--- config.mk ---
export PLATFORM = sky130hd
export DESIGN_NAME = aes_ahb_master
export DESIGN_NICKNAME = d
export VERILOG_FILES = /design/src/rtl/aes_ahb_master.sv
export SDC_FILE = /design/constraint.sdc
export NUM_CORES = 1
export LEC_CHECK = 0
export CAP_MARGIN = 20
export CORE_AREA = 2 2 194 196
export DETAILED_ROUTE_END_ITERATION = 7
export DIE_AREA = 0 0 196 198
export DONT_BUFFER_PORTS = 1
export PLACE_DENSITY = 0.63
export SYNTH_ARGS = -nofsm -noshare
export SYNTH_HDL_FRONTEND = slang
export SYNTH_SLANG_ARGS = --single-unit
--- constraint.sdc ---
create_clock -name HCLK -period 2.45 [get_ports HCLK]
set_input_delay 0.735 -clock HCLK [delete_from_list [all_inputs] [get_ports HCLK]]
set_output_delay 0.735 -clock HCLK [all_outputs]
set_load 0.01 [all_outputs]
--- src/rtl/aes_ahb_master.sv ---
// aes_ahb_master
// AHB-Lite initiator that programs the AES128 peripheral: writes the key and
// plaintext word by word, starts encryption, polls DONE_STATUS, reads the
// ciphertext back and returns it on a valid/ready response port.
//
// Ports
//   HCLK, HRESETn         clock (rising edge), asynchronous active-low reset
//   cmd_valid/cmd_ready   command handshake; cmd_ready is high only in IDLE
//   cmd_key, cmd_text     128-bit key / plaintext, word i = bits [32i+31:32i]
//   rsp_valid/rsp_ready   response handshake; rsp_valid held until rsp_ready
//   rsp_cipher            ciphertext, word i read from offset 0x24+4i
//   rsp_error             poll timeout flag, valid with rsp_valid
//   HADDR/HTRANS/HWRITE/HSIZE/HWDATA   AHB-Lite address and data phase outputs
//   HRDATA/HREADY         AHB-Lite read data and data-phase completion
//
// Handshakes: a transfer on cmd or rsp happens on a rising edge where both
// valid and ready are high; valid never depends combinationally on ready.
//
// Build option: define AES_MST_TIMEOUT_EN to bound DONE_STATUS polling to
// POLL_LIMIT reads returning 0; otherwise polling is unbounded and rsp_error
// is tied low.
//
// Step index -> transfer:
//   0-3  write key word i      @ 0x00+4i     4-7  write text word i-4 @ 0x10+4(i-4)
//   8    write 1 to CTRL 0x20               9    read DONE_STATUS 0x34 (repeat while bit0=0)
//   10-13 read CIPHER 0x24..0x30            14   write 0 to CTRL 0x20, then RESP
module aes_ahb_master #(
  parameter logic [31:0] BASE_ADDR  = 32'h4000_0000,
  parameter int          POLL_LIMIT = 1024
) (
  input  logic         HCLK,
  input  logic         HRESETn,
  input  logic         cmd_valid,
  output logic         cmd_ready,
  input  logic [127:0] cmd_key,
  input  logic [127:0] cmd_text,
  output logic         rsp_valid,
  input  logic         rsp_ready,
  output logic [127:0] rsp_cipher,
  output logic         rsp_error,
  output logic [31:0]  HADDR,
  output logic [1:0]   HTRANS,
  output logic         HWRITE,
  output logic [2:0]   HSIZE,
  output logic [31:0]  HWDATA,
  input  logic [31:0]  HRDATA,
  input  logic         HREADY
);

  typedef enum logic [1:0] {IDLE, ADDR, DATA, RESP} state_t;

  state_t       state, state_next;
  logic [3:0]   step, step_next;
  logic [127:0] key_q, text_q;

  logic [31:0]  offset;
  logic         is_write;
  logic [31:0]  wdata;
  logic [1:0]   cidx;        // cipher word index for steps 10-13
  logic         accept;
  logic         data_done;   // data phase completes this edge
  logic         poll_zero;   // DONE_STATUS read returned 0
  logic         timeout_hit; // this zero poll is the last one allowed

  assign accept    = (state == IDLE) && cmd_valid;
  assign data_done = (state == DATA) && HREADY;
  assign poll_zero = data_done && (step == 4'd9) && !HRDATA[0];
  // 10->0, 11->1, 12->2, 13->3 using only the low two bits
  assign cidx      = step[1:0] + 2'd2;

  // Per-step transfer decode
  always_comb begin
    offset   = 32'h0;
    is_write = 1'b0;
    wdata    = 32'h0;
    if (step <= 4'd7) begin
      offset   = {27'd0, step[2:0], 2'b00};
      is_write = 1'b1;
      wdata    = step[2] ? text_q[{step[1:0], 5'd0} +: 32] : key_q[{step[1:0], 5'd0} +: 32];
    end else if (step == 4'd8) begin
      offset   = 32'h20;
      is_write = 1'b1;
      wdata    = 32'h1;
    end else if (step == 4'd9) begin
      offset   = 32'h34;
    end else if (step <= 4'd13) begin
      offset   = 32'h24 + {28'd0, cidx, 2'b00};
    end else if (step == 4'd14) begin
      offset   = 32'h20;
      is_write = 1'b1;
      wdata    = 32'h0;
    end
  end

  // FSM state register
  always_ff @(posedge HCLK or negedge HRESETn) begin
    if (!HRESETn) begin
      state <= IDLE;
      step  <= 4'd0;
    end else begin
      state <= state_next;
      step  <= step_next;
    end
  end

  // FSM next state and step sequencing
  always_comb begin
    state_next = state;
    step_next  = step;
    case (state)
      IDLE: if (cmd_valid) begin
        state_next = ADDR;
        step_next  = 4'd0;
      end
      ADDR: if (HREADY) state_next = DATA;
      DATA: if (HREADY) begin
        if (step == 4'd14) begin
          state_next = RESP;
        end else begin
          state_next = ADDR;
          if (poll_zero) step_next = timeout_hit ? 4'd14 : 4'd9;
          else           step_next = step + 4'd1;
        end
      end
      RESP: if (rsp_ready) state_next = IDLE;
      default: state_next = IDLE;
    endcase
  end

  // Command latch and ciphertext capture
  always_ff @(posedge HCLK or negedge HRESETn) begin
    if (!HRESETn) begin
      key_q      <= '0;
      text_q     <= '0;
      rsp_cipher <= '0;
    end else begin
      if (accept) begin
        key_q  <= cmd_key;
        text_q <= cmd_text;
      end
      if (data_done && (step inside {[4'd10:4'd13]}))
        rsp_cipher[{cidx, 5'd0} +: 32] <= HRDATA;
      else if (poll_zero && timeout_hit)
        rsp_cipher <= '0;
    end
  end

`ifdef AES_MST_TIMEOUT_EN
  localparam int PW = $clog2(POLL_LIMIT + 1);
  logic [PW-1:0] poll_cnt;

  assign timeout_hit = (poll_cnt == PW'(POLL_LIMIT - 1));

  always_ff @(posedge HCLK or negedge HRESETn) begin
    if (!HRESETn) begin
      poll_cnt  <= '0;
      rsp_error <= 1'b0;
    end else if (accept) begin
      poll_cnt  <= '0;
      rsp_error <= 1'b0;
    end else if (poll_zero) begin
      poll_cnt <= poll_cnt + PW'(1);
      if (timeout_hit) rsp_error <= 1'b1;
    end
  end
`else
  assign timeout_hit = 1'b0;
  assign rsp_error   = 1'b0;
`endif

  // Bus and handshake outputs; address and data held while HREADY is low
  // because they depend only on state and step.
  assign cmd_ready = (state == IDLE);
  assign rsp_valid = (state == RESP);
  assign HSIZE     = 3'b010;
  assign HTRANS    = (state == ADDR) ? 2'b10 : 2'b00;
  assign HADDR     = ((state == ADDR) || (state == DATA)) ? (BASE_ADDR + offset) : 32'h0;
  assign HWRITE    = ((state == ADDR) || (state == DATA)) && is_write;
  assign HWDATA    = ((state == DATA) && is_write) ? wdata : 32'h0;

endmodule
==> results.py <==
metrics = {
    "power_and_ir_drop": {
        "power.leakage_nw": 8.84,
        "power.density_cell_area_nw_per_um2": 1180,
        "totalPowerFinal_mw": 23.6,
        "share_comb_of_total_power_pct": 29.3,
        "clkPwrFrac_pct": 28.7,
        "swShare_pct": 28.9,
        "seq_power_share_pct": 42.0,
        "p_switching_mw": 6.82,
        "power_report.internal_total_mw": 16.8,
        "power.ir.vdd_worst_mv": 0.818,
    },
    "clocking": {
        "clock_latency_ns": 0.56,
        "tritoncts_clock_tree": "yes",
        "h_tree_depth": 2,
        "clock_pin_transition_on_the_worst_setup_and_hold_timing_paths_ns": 0.06,
        "cts_root_cell": "clkbuf_16",
        "clock_tree.buffer_depth": 3,
        "cts_sinks": 390,
        "numCtsBuffers": 43,
    },
    "synthesis": {
        "synth_top_flop_cell": "dfrtp_1",
        "synth.top_cells.by_area": "dfrtp_1 (56%), mux2_2 (17%), mux4_2 (8.2%)",
        "synth-async-reset-ratio_pct": 100,
        "synthesis.yosys.warnings": 0,
        "synth-seq-cells": 390,
        "synthesis.area_per_instance_um2": 12.9,
        "post_synth_most_frequent_cells": "dfrtp_1 (390), mux2_2 (256), nand2_1 (136)",
        "synth_edf_count": 0,
        "synth_cell_types": 37,
        "synthesis.area_um2": 17400,
        "top_count_cell_post_synth": "dfrtp_1",
        "yosys.area.top_type": "dfrtp_1",
        "yosys.area.top_type_share_pct": 56.2,
        "post_synth_inst_count": 1342,
        "synth_seq_area_share_pct": 56.2,
    },
    "timing": {
        "final_max_slew_viol_count": 0,
        "endpoints_failing_setup": 37,
        "crit_share_post_route_pct": 118,
        "grt_setup_unrepaired": "true",
        "tightestPinTransition_ns": 1.41,
        "max_slew_margin_pct": 6.29,
        "finalCriticalPeriod_ns": 2.90,
        "final.setup_skew_ns": 0.0140,
        "fin_ws_ns": -0.446,
        "timing.hold.ws_ns": -0.123,
        "hold_violations": 147,
        "fmax_ghz": 0.345,
    },
    "flow_run": {
        "max_cap_violations": 0,
    },
    "grt": {
        "gr-total-overflow": 0,
        "grt_usage_pct": 22.3,
        "grt_pass1_wl_um": 66100,
        "initial_antenna_violation_count": 30,
        "grt_pass1_vias": 10700,
        "grt_max_degree": 391,
    },
    "critical_path": {
        "critical_path.startpoint_type": "flip-flop",
        "critical_path.max_fanout": 12,
        "worst_setup_path_end_kind": "output pin",
        "critical_path_arrival_ns": 2.16,
        "setup.worst_path.class": "flip-flop to output pin",
        "regToRegSetupSlack_ns": 0.32,
        "timing.critical_path.required_ns": 1.71,
    },
    "routing": {
        "dr_wl_met2_um": 22100,
        "drtPass1Iterations": 4,
        "drcViolationCount": 0,
        "top_layer_used_by_detailed_routing": "met5",
        "drt-met1-wl_um": 16100,
        "first_iter_violations": 562,
        "post_drt_via_cell_ratio": 5.66,
        "drt.antenna.violating_nets": 0,
        "route.vias.total": 10600,
        "totalWireLength_um": 44400,
        "detail_route.wl_per_cell_um": 23.7,
        "met3WireLength_um": 4690,
    },
    "floorplan": {
        "placementRows": 71,
        "die_area_um2": 38800,
        "io_pins": 494,
        "die_span_in_x_um": 196,
        "die_h_um": 198,
        "initial_utilization_pct": 47.0,
        "core_region_area_um2": 37000,
    },
    "outcome": {
        "failed_checks": "negative hold slack, negative setup slack",
        "run_status": "finished with violations",
    },
    "layout": {
        "layout.cell_area.non_filler_um2": 20000,
        "nNetsFinal": 1650,
        "utilization_pct": 54.1,
        "area.growth.synth_to_final_pct": 15.1,
        "final_layout_size_suffix_gt1_share_pct": 36.7,
    },
    "place": {
        "gpl.final_weighted_congestion": 0.824,
        "dp.final_hpwl_um": 30400,
        "place.port_buffers": 0,
        "placement.setup.worst_slack_ns": 0.00625,
        "placed_area_um2": 17900,
    },
    "min_path": {
        "min-delay-path-class": "input pin to asynchronous set/reset pin",
    },
}
[worst max-delay path, cell delays in order, from the launching register on]
cell and delay, ns:
dfrtp_4 0.43, buf_12 0.17, buf_12 0.18, mux4_2 0.52, a22o_4 0.29
[path summary, 6_finish.rpt]
| path | end | from | cells past startpoint |
|---|---|---|---|
| max | HWDATA[10] | step[2]$_DFFE_PN0P_ | 4 |
| min | rsp_cipher[86]$_DFFE_PN0P_ | HRESETn | 0 |
| max reg2reg | text_q[15]$_DFFE_PN0P_ | state[0]$_DFFE_PN0P_ | 6 |
| min reg2reg | key_q[121]$_DFFE_PN0P_ | key_q[121]$_DFFE_PN0P_ | 1 |
| max in group asynchronous | step[2]$_DFFE_PN0P_ | HRESETn | 0 |
| min in group HCLK | rsp_cipher[36]$_DFFE_PN0P_ | HRDATA[4] | 2 |
[layout by cell type (no fill, tap or decap), types with 2 or more instances in the layout]
cell / Yosys / routed
buf_6: 6 / 7
and3_2: 0 / 2
mux2_2: 256 / 256
diode_2: 0 / 17
nor3_2: 0 / 3
a31oi_2: 0 / 2
nor3_4: 0 / 2
buf_8: 2 / 2
ha_1: 11 / 7
inv_1: 74 / 69
nor2_1: 6 / 4
o2bb2ai_1: 2 / 2
a22o_4: 0 / 26
nand3_1: 99 / 99
dfrtp_1: 390 / 387
clkbuf_1: 29 / 5
a22o_1: 33 / 7
inv_2: 0 / 4
o21ai_0: 77 / 73
clkinvlp_4: 0 / 3
bufinv_16: 0 / 5
o221ai_1: 2 / 2
clkbuf_16: 0 / 44
buf_12: 0 / 15
buf_16: 0 / 4
mux2i_1: 6 / 6
a21oi_1: 3 / 2
conb_1: 2 / 32
and3_1: 6 / 4
ha_4: 0 / 3
o21ai_1: 26 / 28
nand2_1: 136 / 135
dfrtp_4: 0 / 2
clkbuf_8: 0 / 10
clkinv_2: 0 / 9
buf_4: 36 / 28
mux4_2: 63 / 63
nor3_1: 7 / 2
[cell families after synthesis]
logic type,Yosys count,share of synthesized area [%]
adder cells (fa/ha/maj),11,0.792
multiplexers,325,25.1
other,2,0.0432
flip-flops,390,56.2
AND/OR/NAND/NOR,264,6.82
buffers and inverters,201,5.86
AO/OA/AOI/OAI,149,5.17
[sequential cells by signal, indices dropped and copies added, names as in the netlist]
name and cells:
key_q 128, rsp_cipher 128, text_q 128, step 4, state 2
[per-layer routing]
layer / GRT usage [%] / vias up
met1: 25.7 / 5340
met3: 9.71 / 103
li1: - / 4703
met5: 0 / -
met4: 9.93 / 24
met2: 36.4 / 428
[repair_timing]
action                                  CTS  global route
pin swaps                                18             8
gates cloned                              1             1
setup buffers                             4             4
resized for setup                        17            60
endpoints found under the setup margin   37            38
hold endpoints to repair                390           390
[power groups by stage]
stage	combinational (mW)	clock, mW	sequential, mW
6_report	6.90	6.78	9.91
5_1_grt	7.42	7.22	10.1
4_1_cts	6.53	6.94	9.89
3_5_place_dp	6.41	0	9.99
3_3_place_gp	6.19	0	9.97
2_1_floorplan	5.26	0	9.41
[stage by stage]
| step | TNS (ns) | instances | hold WS, ns |
|---|---|---|---|
| after detailed placement | 0 | 1765 | 0.447 |
| after floorplan | 0 | 1372 | 0.439 |
| final | -14.61 | 1871 | -0.123 |
| after CTS | -16.48 | 1849 | -0.158 |
| after global placement | -0.00573 | 1765 | 0.447 |
| after global routing | -17.38 | 1865 | -0.155 |
[layout make-up]
cell class | count | area (µm²)
diodes | 17 | 42.5
clock buffers | 59 | 1260
clock inverters | 20 | 251
fillers | 3052 | 17000
inverters | 74 | 280
multi-input cells | 781 | 7070
flip-flops and latches | 390 | 9770
well taps | 474 | 593
repair buffers | 56 | 729
(Power assumes the default switching activity.)
